===== src/rtl/flap_pkg.sv =====
// Shared types and default sizing for the bird motion controller.
package flap_pkg;

    typedef enum logic [1:0] {
        IDLE = 2'd0,
        PLAY = 2'd1,
        OVER = 2'd2
    } flap_state_t;

    localparam int GRAV_PERIOD_DEF = 50;
    localparam int ROWS_DEF        = 8;
    localparam int START_ROW_DEF   = 3;

endpackage


===== src/rtl/flap_ctrl_key_pulse.sv =====
// Key conditioner: brings an asynchronous key into the clock domain and
// emits a single-cycle pulse on each rising edge. Holding the key yields
// exactly one pulse.
module key_pulse (
    input  logic clk,
    input  logic reset,
    input  logic i_key,
    output logic o_pulse
);

    logic r_sync1;
    logic r_sync2;
    logic r_prev;

    // Two-flop synchronizer followed by a previous-value flop for edge detection
    always_ff @(posedge clk or posedge reset) begin
        if (reset) begin
            r_sync1 <= 1'b0;
            r_sync2 <= 1'b0;
            r_prev  <= 1'b0;
        end else begin
            r_sync1 <= i_key;
            r_sync2 <= r_sync1;
            r_prev  <= r_sync2;
        end
    end

    // Combinational edge so the caller can register it on the very next edge
    assign o_pulse = r_sync2 & ~r_prev;

endmodule


===== src/rtl/flap_ctrl.sv =====
// Bird motion controller: turns flap key edges and a gravity timer into
// mutually exclusive one-cycle press/gravity pulses, tracks the bird row so
// it never leaves the column, and latches game-over on floor crash or hit.
module flap_ctrl
    import flap_pkg::*;
#(
    parameter int GRAV_PERIOD = GRAV_PERIOD_DEF,
    parameter int ROWS        = ROWS_DEF,
    parameter int START_ROW   = START_ROW_DEF
) (
    input  logic                    clk,
    input  logic                    reset,
    input  logic                    enable,
    input  logic                    key_in,
    input  logic                    hit,
    output logic                    press,
    output logic                    gravity,
    output logic [$clog2(ROWS)-1:0] row,
    output logic                    at_top,
    output logic                    at_bottom,
    output logic                    crash
);

    localparam int RW = $clog2(ROWS);
    localparam int CW = $clog2(GRAV_PERIOD);

    localparam logic [RW-1:0] TOP_ROW  = RW'(ROWS - 1);
    localparam logic [RW-1:0] INIT_ROW = RW'(START_ROW);
    localparam logic [CW-1:0] RELOAD   = CW'(GRAV_PERIOD - 1);

    flap_state_t   r_state;
    flap_state_t   w_state_nxt;
    logic [RW-1:0] r_row;
    logic [RW-1:0] w_row_nxt;
    logic [CW-1:0] r_cnt;
    logic [CW-1:0] w_cnt_nxt;
    logic          r_press;
    logic          w_press_nxt;
    logic          r_grav;
    logic          w_grav_nxt;
    logic          r_crash;
    logic          w_key_pulse;
    logic          w_key_evt;
    logic          w_at_top;
    logic          w_at_bottom;

    key_pulse u_key_pulse (
        .clk     (clk),
        .reset   (reset),
        .i_key   (key_in),
        .o_pulse (w_key_pulse)
    );

    // Edges seen while frozen are dropped, never queued
    assign w_key_evt   = w_key_pulse & enable;
    assign w_at_top    = (r_row == TOP_ROW);
    assign w_at_bottom = (r_row == {RW{1'b0}});

    // Next-state, row, timer and pulse decisions; hit beats flap beats gravity
    always_comb begin
        w_state_nxt = r_state;
        w_row_nxt   = r_row;
        w_cnt_nxt   = r_cnt;
        w_press_nxt = 1'b0;
        w_grav_nxt  = 1'b0;
        case (r_state)
            IDLE: begin
                w_cnt_nxt = RELOAD;
                if (w_key_evt) begin
                    // The starting key is consumed and does not flap
                    w_state_nxt = PLAY;
                end else begin
                    w_state_nxt = IDLE;
                end
            end
            PLAY: begin
                if (!enable) begin
                    w_state_nxt = PLAY;
                end else if (hit) begin
                    w_state_nxt = OVER;
                end else if (w_key_evt && !w_at_top) begin
                    // A flap restarts the fall delay
                    w_press_nxt = 1'b1;
                    w_row_nxt   = r_row + RW'(1);
                    w_cnt_nxt   = RELOAD;
                end else if (r_cnt == {CW{1'b0}}) begin
                    if (w_at_bottom) begin
                        w_state_nxt = OVER;
                    end else begin
                        w_grav_nxt = 1'b1;
                        w_row_nxt  = r_row - RW'(1);
                        w_cnt_nxt  = RELOAD;
                    end
                end else begin
                    w_cnt_nxt = r_cnt - CW'(1);
                end
            end
            OVER: begin
                w_state_nxt = OVER;
            end
            default: begin
                w_state_nxt = IDLE;
            end
        endcase
    end

    // State, row, timer and registered pulse outputs
    always_ff @(posedge clk or posedge reset) begin
        if (reset) begin
            r_state <= IDLE;
            r_row   <= INIT_ROW;
            r_cnt   <= RELOAD;
            r_press <= 1'b0;
            r_grav  <= 1'b0;
            r_crash <= 1'b0;
        end else begin
            r_state <= w_state_nxt;
            r_row   <= w_row_nxt;
            r_cnt   <= w_cnt_nxt;
            r_press <= w_press_nxt;
            r_grav  <= w_grav_nxt;
            r_crash <= (w_state_nxt == OVER);
        end
    end

    assign press     = r_press;
    assign gravity   = r_grav;
    assign row       = r_row;
    assign crash     = r_crash;
    assign at_top    = w_at_top;
    assign at_bottom = w_at_bottom;

endmodule


===== config.mk =====
export PLATFORM = sky130hd
export DESIGN_NAME = flap_ctrl
export DESIGN_NICKNAME = d
export VERILOG_FILES = /design/src/rtl/flap_pkg.sv /design/src/rtl/flap_ctrl_key_pulse.sv /design/src/rtl/flap_ctrl.sv
export SDC_FILE = /design/constraint.sdc
export NUM_CORES = 1
export LEC_CHECK = 0
export ABC_AREA = 1
export CAP_MARGIN = 20
export CORE_MARGIN = 10
export CORE_UTILIZATION = 45
export CTS_CLUSTER_DIAMETER = 60
export DETAILED_ROUTE_END_ITERATION = 8
export PLACE_DENSITY = 0.67
export SLEW_MARGIN = 20
export SYNTH_ARGS = -nofsm -noshare
export SYNTH_HDL_FRONTEND = slang
export SYNTH_SLANG_ARGS = --single-unit

===== constraint.sdc =====
create_clock -name clk -period 2.6 [get_ports clk]
set_input_delay 0.78 -clock clk [delete_from_list [all_inputs] [get_ports clk]]
set_output_delay 0.78 -clock clk [all_outputs]
set_load 0.02 [all_outputs]

==> results summary, run 1 <==
The area taken by multi-input logic gates is 517 sq um. The area growth from synthesis to layout is 17.8%. The simple-gate share of the synthesized area came out at 41.7%.

The y dimension of the die is 67.6 um. The total power density per cell area came out at 358 nW/um^2. The half-perimeter wire length after placement is 1.44 mm. The number of buffers inserted by hold repair at cts is 0. The classification of the worst-slack hold path is reg2reg. The final hold slack is 357 ps. The leftover overflow at the end of global routing came out at 0. The via density per instance came out at 4.68. The routed design has 1.76 mm of wire. The transition time of the tightest slew-check pin is 620 ps. The analysis attributes to net switching a power of 0.0000935 W. The critical path contains buffers and inverters numbering 2 combined. By area the synthesized netlist is led by dfrtp_1 29%, nand2_1 14%, dfstp_2 13%, inv_1 6.3%, nand3_1 5.9%. After synthesis, the largest family of logic cells by area is simple AND/OR/NAND/NOR gates. Setup violations remaining at the end of the flow were counted as 0.

The tree is rooted in a clkbuf_4. After detailed routing, the average wire length per cell comes to 10.5 um. The maximum number of pins on one net before global-route repair came out at 18. In this run the post-CTS setup repair buffer count came out at 0.

TritonCTS built the clock tree. The area fraction of the dominant cell type after synthesis came out at 29.4%. The post-synthesis register bit count is 17. The clock input transition at the sequential cells of the worst setup and hold paths came out at 90 ps.

The standard cell with the maximum stage delay on the critical path is dfstp_2. The library cell occupying the most area in the post-synthesis netlist is dfrtp_1. The number of warnings printed during yosys synthesis is 0. The fraction of power spent switching nets came out at 21.8%. The number of global-route vias before repair came out at 786. The mean post-synth cell area is 8.29 sq um. Combinational cells account for 5.5% of the total power. The number of H-tree levels came out at 1. The largest vdd supply drop is 0.235 mV. The number of hold-slack violations in the final timing report came out at 0. In the finished design, the share of the clock period the worst path needs comes to 95.6%.

The overall global routing resource usage is 8.90%. The cell family contributing the most delay on the critical path is buffers and inverters. The number of max-slew violations in the final report came out at 0. STA classifies the critical path endpoint as a primary output. The total I/O pin count is 13. The synthesized-area fraction occupied by ao, oa, aoi and oai cells came out at 1.96%.

The clock latency on the worst-skew pair is 280 ps. The parity-gate share of the synthesized area counting xor and xnor cells is 2.58%. The design draws 0.000429 W. During placement, the flow inserted port buffers numbering 12. The number of vias in the routed layout came out at 781.

The DRC marker count from the first detailed-route iteration is 21. The flow ran to the end, and the final reports show no timing, DRC or antenna violations. Registers are responsible for 62.6% of the overall power. The adder and majority gate portion of the synthesized area came out at 4.42%. The combined flip-flop and latch cell area came out at 432 sq um.

The final net count came out at 148. The count of nets left with antenna violations once routing finished came out at 0. The cell leakage power is 0.548 nW.

The worst setup path is of the reg2out kind. The share of post-route cells with drive strength above 1 came out at 20.1%. The number of max-cap violations came out at 0.

Synthesis produced 123 cells. The mapped netlist covers 1020 sq um. The standard-cell row count is 17. The number of sinks handled by clock tree synthesis is 17.

Along the worst path, the maximum fanout reaches 5. The global-route wire length before repair is 3.18 mm. The full die area is 4570 sq um. The biggest cell delay along the critical path came out at 610 ps. The post-synthesis mux area share is 0%.

Per report_power, the clock group accounts for 31.9% of the total. The worst setup path is launched from a flop. The pre-antenna-repair detailed-routing pass consisted of 4 iterations. Static timing analysis puts the maximum clock frequency at 402 MHz.

For the worst setup path, the data required time is 1820 ps. Subtracting the final worst setup slack from the clock period gives 2490 ps. Counting every net in the synthesized netlist gives 131. The number of inserted diodes came out at 0. The clock arrives with 1.44 ps of skew. The cell internal power dissipation is 0.000336 W. The signal on the critical path passes through nand3_2 > inv_1 > clkdlybuf4s50_1. The fill cell instance count of the final layout is 214. The clock buffer count from CTS came out at 3. The weighted congestion reported at the end of routability-driven placement is 0.817.

The setup TNS came out at 0 ps. The relative slew slack is 58.6%. The die extent in x is 67.6 um. The starting density of the core is 46.5%. For this run, design rule violations remaining after detail routing come to 0. Setup repair after global routing left no endpoint under its margin. Synthesis instantiated 23 different standard cells from the library. The deepest clock path buffer count came out at 2. The initial antenna violation count is 0. The data arrival time of the worst path came out at 1710 ps. The area of the core came out at 2190 sq um. Gates resized during post-CTS repair numbered 0. The share of the Yosys chip area taken by registers is 42.3%.
## logic make-up after synthesis
family	count (synthesis)
AO/OA/AOI/OAI	4
XOR/XNOR	3
adder cells (fa/ha/maj)	3
buffers and inverters	19
flip-flops	17
AND/OR/NAND/NOR	77
## sequential cells by signal, indices dropped and copies added, names as in the netlist
register,count
crash,1
gravity,1
press,1
r_cnt,6
r_state,2
row,3
u_key_pulse.r_prev,1
u_key_pulse.r_sync1,1
u_key_pulse.r_sync2,1
## cell usage after synthesis (all sizes together)
master	count
nand3	14
nand3b	1
inv	19
dfstp	5
xnor2	1
nor2	15
nand2	45
xor2	2
ha	2
nand4	1
nor3	1
o21ai	1
fa	1
dfrtp	12
a21oi	3
## power by group through the flow
stage | Combinational, W | Sequential, W | Clock, W
final | 0.0000235 | 0.000269 | 0.000137
after global routing | 0.0000262 | 0.000269 | 0.000161
after CTS | 0.0000243 | 0.000269 | 0.000145
after detailed placement | 0.0000243 | 0.000274 | 0
after global placement | 0.0000237 | 0.000274 | 0
after floorplan | 0.0000147 | 0.000274 | 0
## worst paths after layout
check | slack (ps) | end | cells after the start | start
max | 110 | at_top | 3 | row[1]
min | 360 | u_key_pulse.r_sync2 | 0 | u_key_pulse.r_sync1
max reg2reg | 1090 | row[1] | 5 | row[1]
min reg2reg | 360 | u_key_pulse.r_sync2 | 0 | u_key_pulse.r_sync1
max in group asynchronous | 1340 | u_key_pulse.r_sync1 | 2 | reset
min in group asynchronous | 860 | r_state[1] | 2 | reset
## worst register-to-register path, stage by stage, from the launching register on
cell and delay (ps):
dfstp_2 610, nand3_2 140, nand2_4 150, fa_1 420
nand2_1 80, nand2_1 50
## area by class of cell
| class | count | area share (%) |
|---|---|---|
| well taps | 28 | 2.92 |
| repair buffers | 12 | 10.0 |
| inverters | 19 | 5.94 |
| clock buffers | 4 | 2.19 |
| flip-flops and latches | 17 | 35.9 |
| multi-input cells | 87 | 43.0 |
## metal layers
metal / track usage (%) / wire length [um] / up-vias
met4: 4.36 / 22 / 0
li1: - / - / 413
met3: 3.47 / 110 / 4
met2: 13.7 / 788 / 15
met1: 10.5 / 834 / 349
met5: 0 / 0 / -
## layout by cell type (no fill, tap or decap), types with 2 or more instances in the layout
| master | instances |
|---|---|
| clkbuf_4 | 3 |
| a21oi_1 | 3 |
| nand2_4 | 4 |
| inv_2 | 2 |
| nor2_2 | 3 |
| nor2_1 | 7 |
| dfrtp_1 | 12 |
| nand3_1 | 12 |
| inv_1 | 17 |
| nand2_2 | 4 |
| ha_1 | 2 |
| nor2_4 | 4 |
| clkdlybuf4s50_1 | 12 |
| nand2_1 | 37 |
| xor2_1 | 2 |
| dfstp_2 | 5 |
## per-stage QoR
step                      cells  worst slack, ps  instance area [sq um]  utilization [%]
after floorplan             123              831                   1020                -
final                       167              115                   1200             54.8
after global placement      163              260                   1170             53.6
after global routing        167             13.0                   1200             54.8
after CTS                   167             87.1                   1200             54.8
after detailed placement    163              216                   1170             53.6
Power figures use the tool's default switching activity.
==> run 2: changes to the inputs <==
--- a/config.mk
+++ b/config.mk
@@ -11,7 +11,7 @@
 export CORE_UTILIZATION = 45
 export CTS_CLUSTER_DIAMETER = 60
 export DETAILED_ROUTE_END_ITERATION = 8
-export PLACE_DENSITY = 0.67
+export PLACE_DENSITY = 0.7
 export SLEW_MARGIN = 20
 export SYNTH_ARGS = -nofsm -noshare
 export SYNTH_HDL_FRONTEND = slang
==> constraint.sdc (replaced) <==
create_clock -name clk -period 2.05 [get_ports clk]
set_input_delay 0.615 -clock clk [delete_from_list [all_inputs] [get_ports clk]]
set_output_delay 0.615 -clock clk [all_outputs]
set_load 0.02 [all_outputs]
==> run 2 against run 1 <==
Effect of this change:
- combinational power grew 53%
- total power is 31% higher
- sequential power rose by 27%
- first-iteration DRC count is 14% lower
- clock skew up 5.3 ps
- die area did not move
- sequential cell count is the same
- via count up 6.7%
- critical path depth up 1
- non-clock buffer count grew 7
- core utilization rose by 2.3 points
==> results summary, run 2 (synthesized netlist as in run 1, its figures left out) <==
The largest vdd supply drop came out at 0.412 mV. After legalization and detailed placement, the total HPWL measured 1.68 mm. The data required time of the worst path is 1430 ps. The area of the core came out at 2190 sq um.

The initial antenna violation count was 0. TritonCTS built the clock tree. The leftover overflow at the end of global routing came out at 0. The first detailed-routing pass took 5 iterations.

Using the TritonRoute via totals, the vias-per-cell ratio works out to 4.79. The number of inserted diodes is 0. The first global-routing pass estimated 3.77 mm of wire. Setup slack on the worst reg-to-reg path comes out at 560 ps. The flip-flop count of the largest register after layout is 6. The standard-cell row count came out at 17. STA classifies the critical path startpoint as a flop.

The total I/O pin count is 13. The critical path is of the reg2out type. The starting density of the core is 46.5%. After the first detailed-routing iteration, the DRC count stood at 18. For this design the ratio of total power to cell area is 449 nW/um^2. The worst reg-to-reg path cell count is 9.

The path with the worst hold slack has its endpoint at u_key_pulse.r_sync2. The fill cell instance count of the final layout came out at 199. Ranked by flip-flop count, first place goes to r_cnt. After detailed routing, the total wire length is 2.15 mm. The number of H-tree levels is 1. The remaining routing DRC violations is 0. The largest fanout on the critical path is 3.

The deepest clock path buffer count is 2. At the end of the flow, the number of nets in the layout was 155. The transition time of the tightest slew-check pin is 340 ps. The fmax is 511 MHz. The weighted congestion reported at the end of routability-driven placement came out at 0.870. The clock buffer count from CTS came out at 3. The library cells used most frequently in the layout, excluding fill and tap cells, are 37 x nand2_1, 17 x inv_1, 12 x nand3_1, 12 x dfrtp_1. The cell leakage power came out at 0.616 nW. The number of nets still failing antenna checks after routing came out at 0. The number of max-slew violations in the final report came out at 0.

The clock arrives with 6.71 ps of skew. For the final routed database, the setup TNS stands at 0 ps. The number of hold-slack violations in the final timing report came out at 0.

The clock input transition at the sequential cells of the worst setup and hold paths is 100 ps. The worst reg2reg path startpoint is row[2]. The flow ran to the end, and the final reports show no timing, DRC or antenna violations. The number of vias in the routed layout came out at 833. The number of max-cap violations is 0. The area growth from synthesis to layout is 22.8%. The mean routed wirelength per cell came out at 12.3 um. The y dimension of the die came out at 67.6 um. The maximum number of pins on one net before global-route repair came out at 11. The number of global-route vias before repair came to 834. The worst hold path passes through 0 cells. The share of the core filled with cells in the final layout is 57.2%. The full die area is 4570 sq um. Input and output buffers added on the ports amount to 12.

The data arrival time of the worst path came out at 1340 ps. The library cell used most frequently in the layout, excluding fill and tap cells, is nand2_1. Setup repair after global routing left no endpoint under its margin. The cell sitting at the root of the clock tree is a clkbuf_4. The classification of the worst-slack hold path is reg2reg. The smallest clock period supported by the final layout is computed as 1960 ps. For this run, the total global-route usage over all layers was measured as 10.6%. Setup violations remaining at the end of the flow were counted as 0.

Of the available clock period, the critical path in the final layout requires 95.4%. The worst register-to-register path ends at row[2]. The die extent in x came out at 67.6 um. The placement-stage worst setup slack is -53.8 ps.

The clock latency on the worst-skew pair came out at 290 ps. The worst setup path is captured at a primary output. In the post-route analysis, the smallest setup slack over all paths is 93.8 ps.

In the final layout, the share of cells above drive strength 1 is 24.0%. The most critical setup path has its startpoint at row[0]. The clock drives 17 sinks.

The worst pin sits at a relative slew slack of 77.3%. The startpoint identified for the worst hold timing path is u_key_pulse.r_sync1.
[run 2: cell types whose count changed in the layout (fill, tap and decap cells not counted), sizes merged]
cell	previous run	this run
buf	0	7
clkdlybuf4s50	12	7
dlygate4sd2	0	3
clkdlybuf4s15	0	1
dlymetal6s2s	0	1
[run 2: worst max-delay path, cell delays in order, from the launching register on]
cell	delay [ps]
dfstp_2	560
inv_1	60
nand2_2	110
inv_1	40
clkdlybuf4s15_1	280
[run 2: cell type report]
type	count	area (sq um)	share of cell area, %
Timing Repair Buffer	19	171	13.7
Sequential cell	17	432	34.5
Clock buffer	4	26.3	2.10
Multi-Input combinational cell	87	517	41.3
Inverter	19	71.3	5.69
Tap cell	28	35.0	2.80
[run 2: worst max path at each step]
stage	to	slack (ps)	cells after the start
floorplan	row[2]	450	9
global placement	row[2]	-10	10
detailed placement	row[2]	-50	10
CTS	row[2]	3	1
global route	at_bottom	5	4
finish	at_bottom	90	4
[run 2: repair_timing]
item / in CTS / in global routing
hold buffers: 0 / 0
cloned: 0 / 0
hold endpoints to repair: 0 / 0
gates resized for setup: 4 / 2
buffers inserted: 0 / 1
endpoints found under the setup margin: 4 / 3
[run 2: through the flow]
step / power (W) / instances / hold slack, ps / cell area [sq um]
6_report: 0.000562 / 174 / 364 / 1250
5_1_grt: 0.000582 / 174 / 390 / 1250
4_1_cts: 0.000567 / 173 / 368 / 1240
3_5_place_dp: 0.000384 / 169 / 341 / 1220
3_3_place_gp: 0.000383 / 169 / 341 / 1220
2_1_floorplan: 0.000365 / 123 / 331 / 1020
[run 2: layer usage]
layer / vias to the layer above / track usage, % / wire, um / part of all wire (%)
met5: - / 0 / 0 / 0
met4: 0 / 4.62 / 24 / 1.1
met3: 4 / 2.81 / 82 / 3.8
met2: 9 / 17.6 / 1070 / 50
met1: 394 / 12.7 / 973 / 45
li1: 426 / - / - / -
[run 2: power by group]
| group | leakage, nW | total, W | internal, W | switching, W |
|---|---|---|---|---|
| logic | 0.398 | 0.0000359 | 0.0000163 | 0.0000197 |
| registers | 0.202 | 0.000341 | 0.000339 | 0.00000240 |
| clock network | 0.0150 | 0.000185 | 0.0000757 | 0.000109 |
| total | 0.616 | 0.000562 | 0.000431 | 0.000131 |
==> run 3: changes to the inputs <==
--- a/config.mk
+++ b/config.mk
@@ -11,7 +11,7 @@
 export CORE_UTILIZATION = 45
 export CTS_CLUSTER_DIAMETER = 60
 export DETAILED_ROUTE_END_ITERATION = 8
-export PLACE_DENSITY = 0.7
+export PLACE_DENSITY = 0.67
 export SLEW_MARGIN = 20
 export SYNTH_ARGS = -nofsm -noshare
 export SYNTH_HDL_FRONTEND = slang
==> constraint.sdc (replaced) <==
create_clock -name clk -period 2.35 [get_ports clk]
set_input_delay 0.705 -clock clk [delete_from_list [all_inputs] [get_ports clk]]
set_output_delay 0.705 -clock clk [all_outputs]
set_load 0.02 [all_outputs]
==> run 3 against run 2 <==
Effect of this change:
- via count fell by 6.0%
- count of clock-buffer cells in the layout did not move
- sequential power fell by 13%
- register-to-register slack improved by 290 ps
- sequential cell count did not move
- critical path type unchanged
- largest power group unchanged
==> results summary, run 3 (synthesized netlist as in run 1, its figures left out) <==
The number of cells on the critical path came out at 1. Walking the worst path, the cells encountered are clkdlybuf4s50_1. Once detailed placement completed, the half-perimeter wirelength came to 1.45 mm. Setup repair after global routing left no endpoint under its margin. The data required time of the worst path came out at 1640 ps.

The die is 67.6 um tall. The register with the most flip-flops is r_cnt. The number of hold-slack violations in the final timing report is 0. The worst hold path was traced through 0 stages.

The largest vdd supply drop is 0.399 mV. The die extent in x came out at 67.6 um. In this run, the number of DRC markers left after iteration 0 of detailed routing was 22. The part of the cycle the worst path needs is 95.0%. For this run, the slowest stage of the critical path takes 620 ps.

The number of nets still failing antenna checks after routing is 0. Measured in cells, the most critical reg-to-reg path has a length of 5. The sum of internal, switching and leakage power is 0.000489 W. The tool flagged a number of max-cap violations equal to 0. The initial antenna violation count is 0. The area of the core came out at 2190 sq um. The mean routed wirelength per cell came out at 11.4 um. The overall global routing resource usage came out at 9.92%. The clock latency on the worst-skew pair came out at 300 ps. The largest fanout on the critical path came out at 5.

The setup violation total in the final timing report is 0. In this run the tightest slew margin relative to its limit is 56.3%. The final route contains 783 vias. The share of the core filled with cells in the final layout is 55.1%. The area growth from synthesis to layout came out at 18.3%. The final hold slack is 362 ps. The register with the most flip-flops in the layout has 6 of them.

The transition time of the tightest slew-check pin is 654 ps. The clock tree from TritonCTS is yes. The worst clock skew on the final layout came out at 1.18 ps. The count of buffer and inverter cells on the critical path came out at 1.

For this run, the detailed router's first-pass iteration total came to 4. The top cell types in the final layout, fill and taps aside, are 37 x nand2_1, 17 x inv_1, 12 x nand3_1, 12 x dfrtp_1, 10 x clkdlybuf4s50_1. The number of sinks handled by clock tree synthesis came out at 17. The standard-cell row count came out at 17. Entering global routing, the biggest net connects 18 pins.

The via density per instance is 4.66. The full die area is 4570 sq um. The remaining routing DRC violations came out at 0. The number of buffers added on ports came out at 12.

The worst path in the final design needs a cycle of 2230 ps, including I/O delays and setup. The flow ran to the end, and the final reports show no timing, DRC or antenna violations. The library cell used most frequently in the layout, excluding fill and tap cells, is nand2_1. The worst setup path is captured at a primary output. The number of inserted diodes came out at 0.

The classification of the worst-slack hold path is reg2reg. The kind of cell with the highest combined delay along the critical path is buffers and inverters. Clock tree synthesis selected as its root buffer the cell clkbuf_4.

The number of buffers inserted by hold repair at cts is 0. The launching element type of the critical path is a flop. The number of global-route vias before repair was 840. The deepest clock path buffer count came out at 2.

The total I/O pin count is 13. The fmax is 448 MHz. The total wirelength of the detailed-routed design came out at 1.91 mm.

The share of post-route cells with drive strength above 1 is 20.7%. TritonCTS created 3 clock buffers. In this run the number of H-tree levels came out at 1.

The data arrival time of the worst path is 1530 ps. Post-CTS timing repair inserted 0 buffers for setup. The placed cell count is 164. The leftover overflow at the end of global routing is 0. The starting density of the core is 46.5%. The setup TNS is 0 ps. The clock input transition at the sequential cells of the worst setup and hold paths came out at 100 ps.

The cell leakage power came out at 0.556 nW. The final net count came out at 149. The first global-routing pass estimated 3.58 mm of wire. The critical path is of the reg2out type.

On the critical path, the stage with the largest delay is an instance of clkdlybuf4s50_1. The total power density per cell area is 405 nW/um^2. The number of max-slew violations in the final report is 0. The final standard cell count with taps included and fillers excluded is 168. Routability-driven placement finished with a final weighted congestion of 0.849.
==> run 3: area by class of cell <==
class                   count  area, sq um
fillers                   212          985
well taps                  28         35.0
inverters                  19         71.3
flip-flops and latches     17          432
clock buffers               4         26.3
repair buffers             13          125
multi-input cells          87          517
==> run 3: repair_timing <==
item	CTS	global route
setup endpoints to repair	2	0
gates resized for setup	2	0
endpoints found under the hold margin	0	0
==> run 3: stage by stage <==
step	worst slack, ps	area [sq um]
5_1_grt	57.8	1210
6_report	118	1210
3_3_place_gp	139	1180
3_5_place_dp	89.3	1180
2_1_floorplan	656	1020
4_1_cts	98.4	1210
==> run 3: power by group <==
part / internal [W] / switching, W
combinational: 0.0000113 / 0.0000160
sequential: 0.000295 / 0.00000210
clock: 0.0000662 / 0.0000976
total: 0.000373 / 0.000116
==> run 3: routing by layer <==
layer	share of wire [%]	routed length, um	global-route usage [%]
met1	46	888	11.3
met2	47	894	16.2
met3	5.1	97	3.14
met4	1.6	30	5.38
met5	0	0	0
==> run 3: worst paths after layout <==
kind	startpoint	endpoint	slack, ps
worst min register to register	u_key_pulse.r_sync1	u_key_pulse.r_sync2	360
min in group asynchronous	reset	r_cnt[2]	780
max in group asynchronous	reset	r_cnt[3]	1150
worst max-delay path	row[1]	row[1]	120
worst max register to register	row[0]	row[1]	850
worst min-delay path	u_key_pulse.r_sync1	u_key_pulse.r_sync2	360
==> run 3: worst register-to-register path: stages (launching register included) <==
cell and delay [ps]:
dfstp_2 600, nand3_2 150, nand2_4 150, fa_1 410, nand2_1 80, nand2_1 50
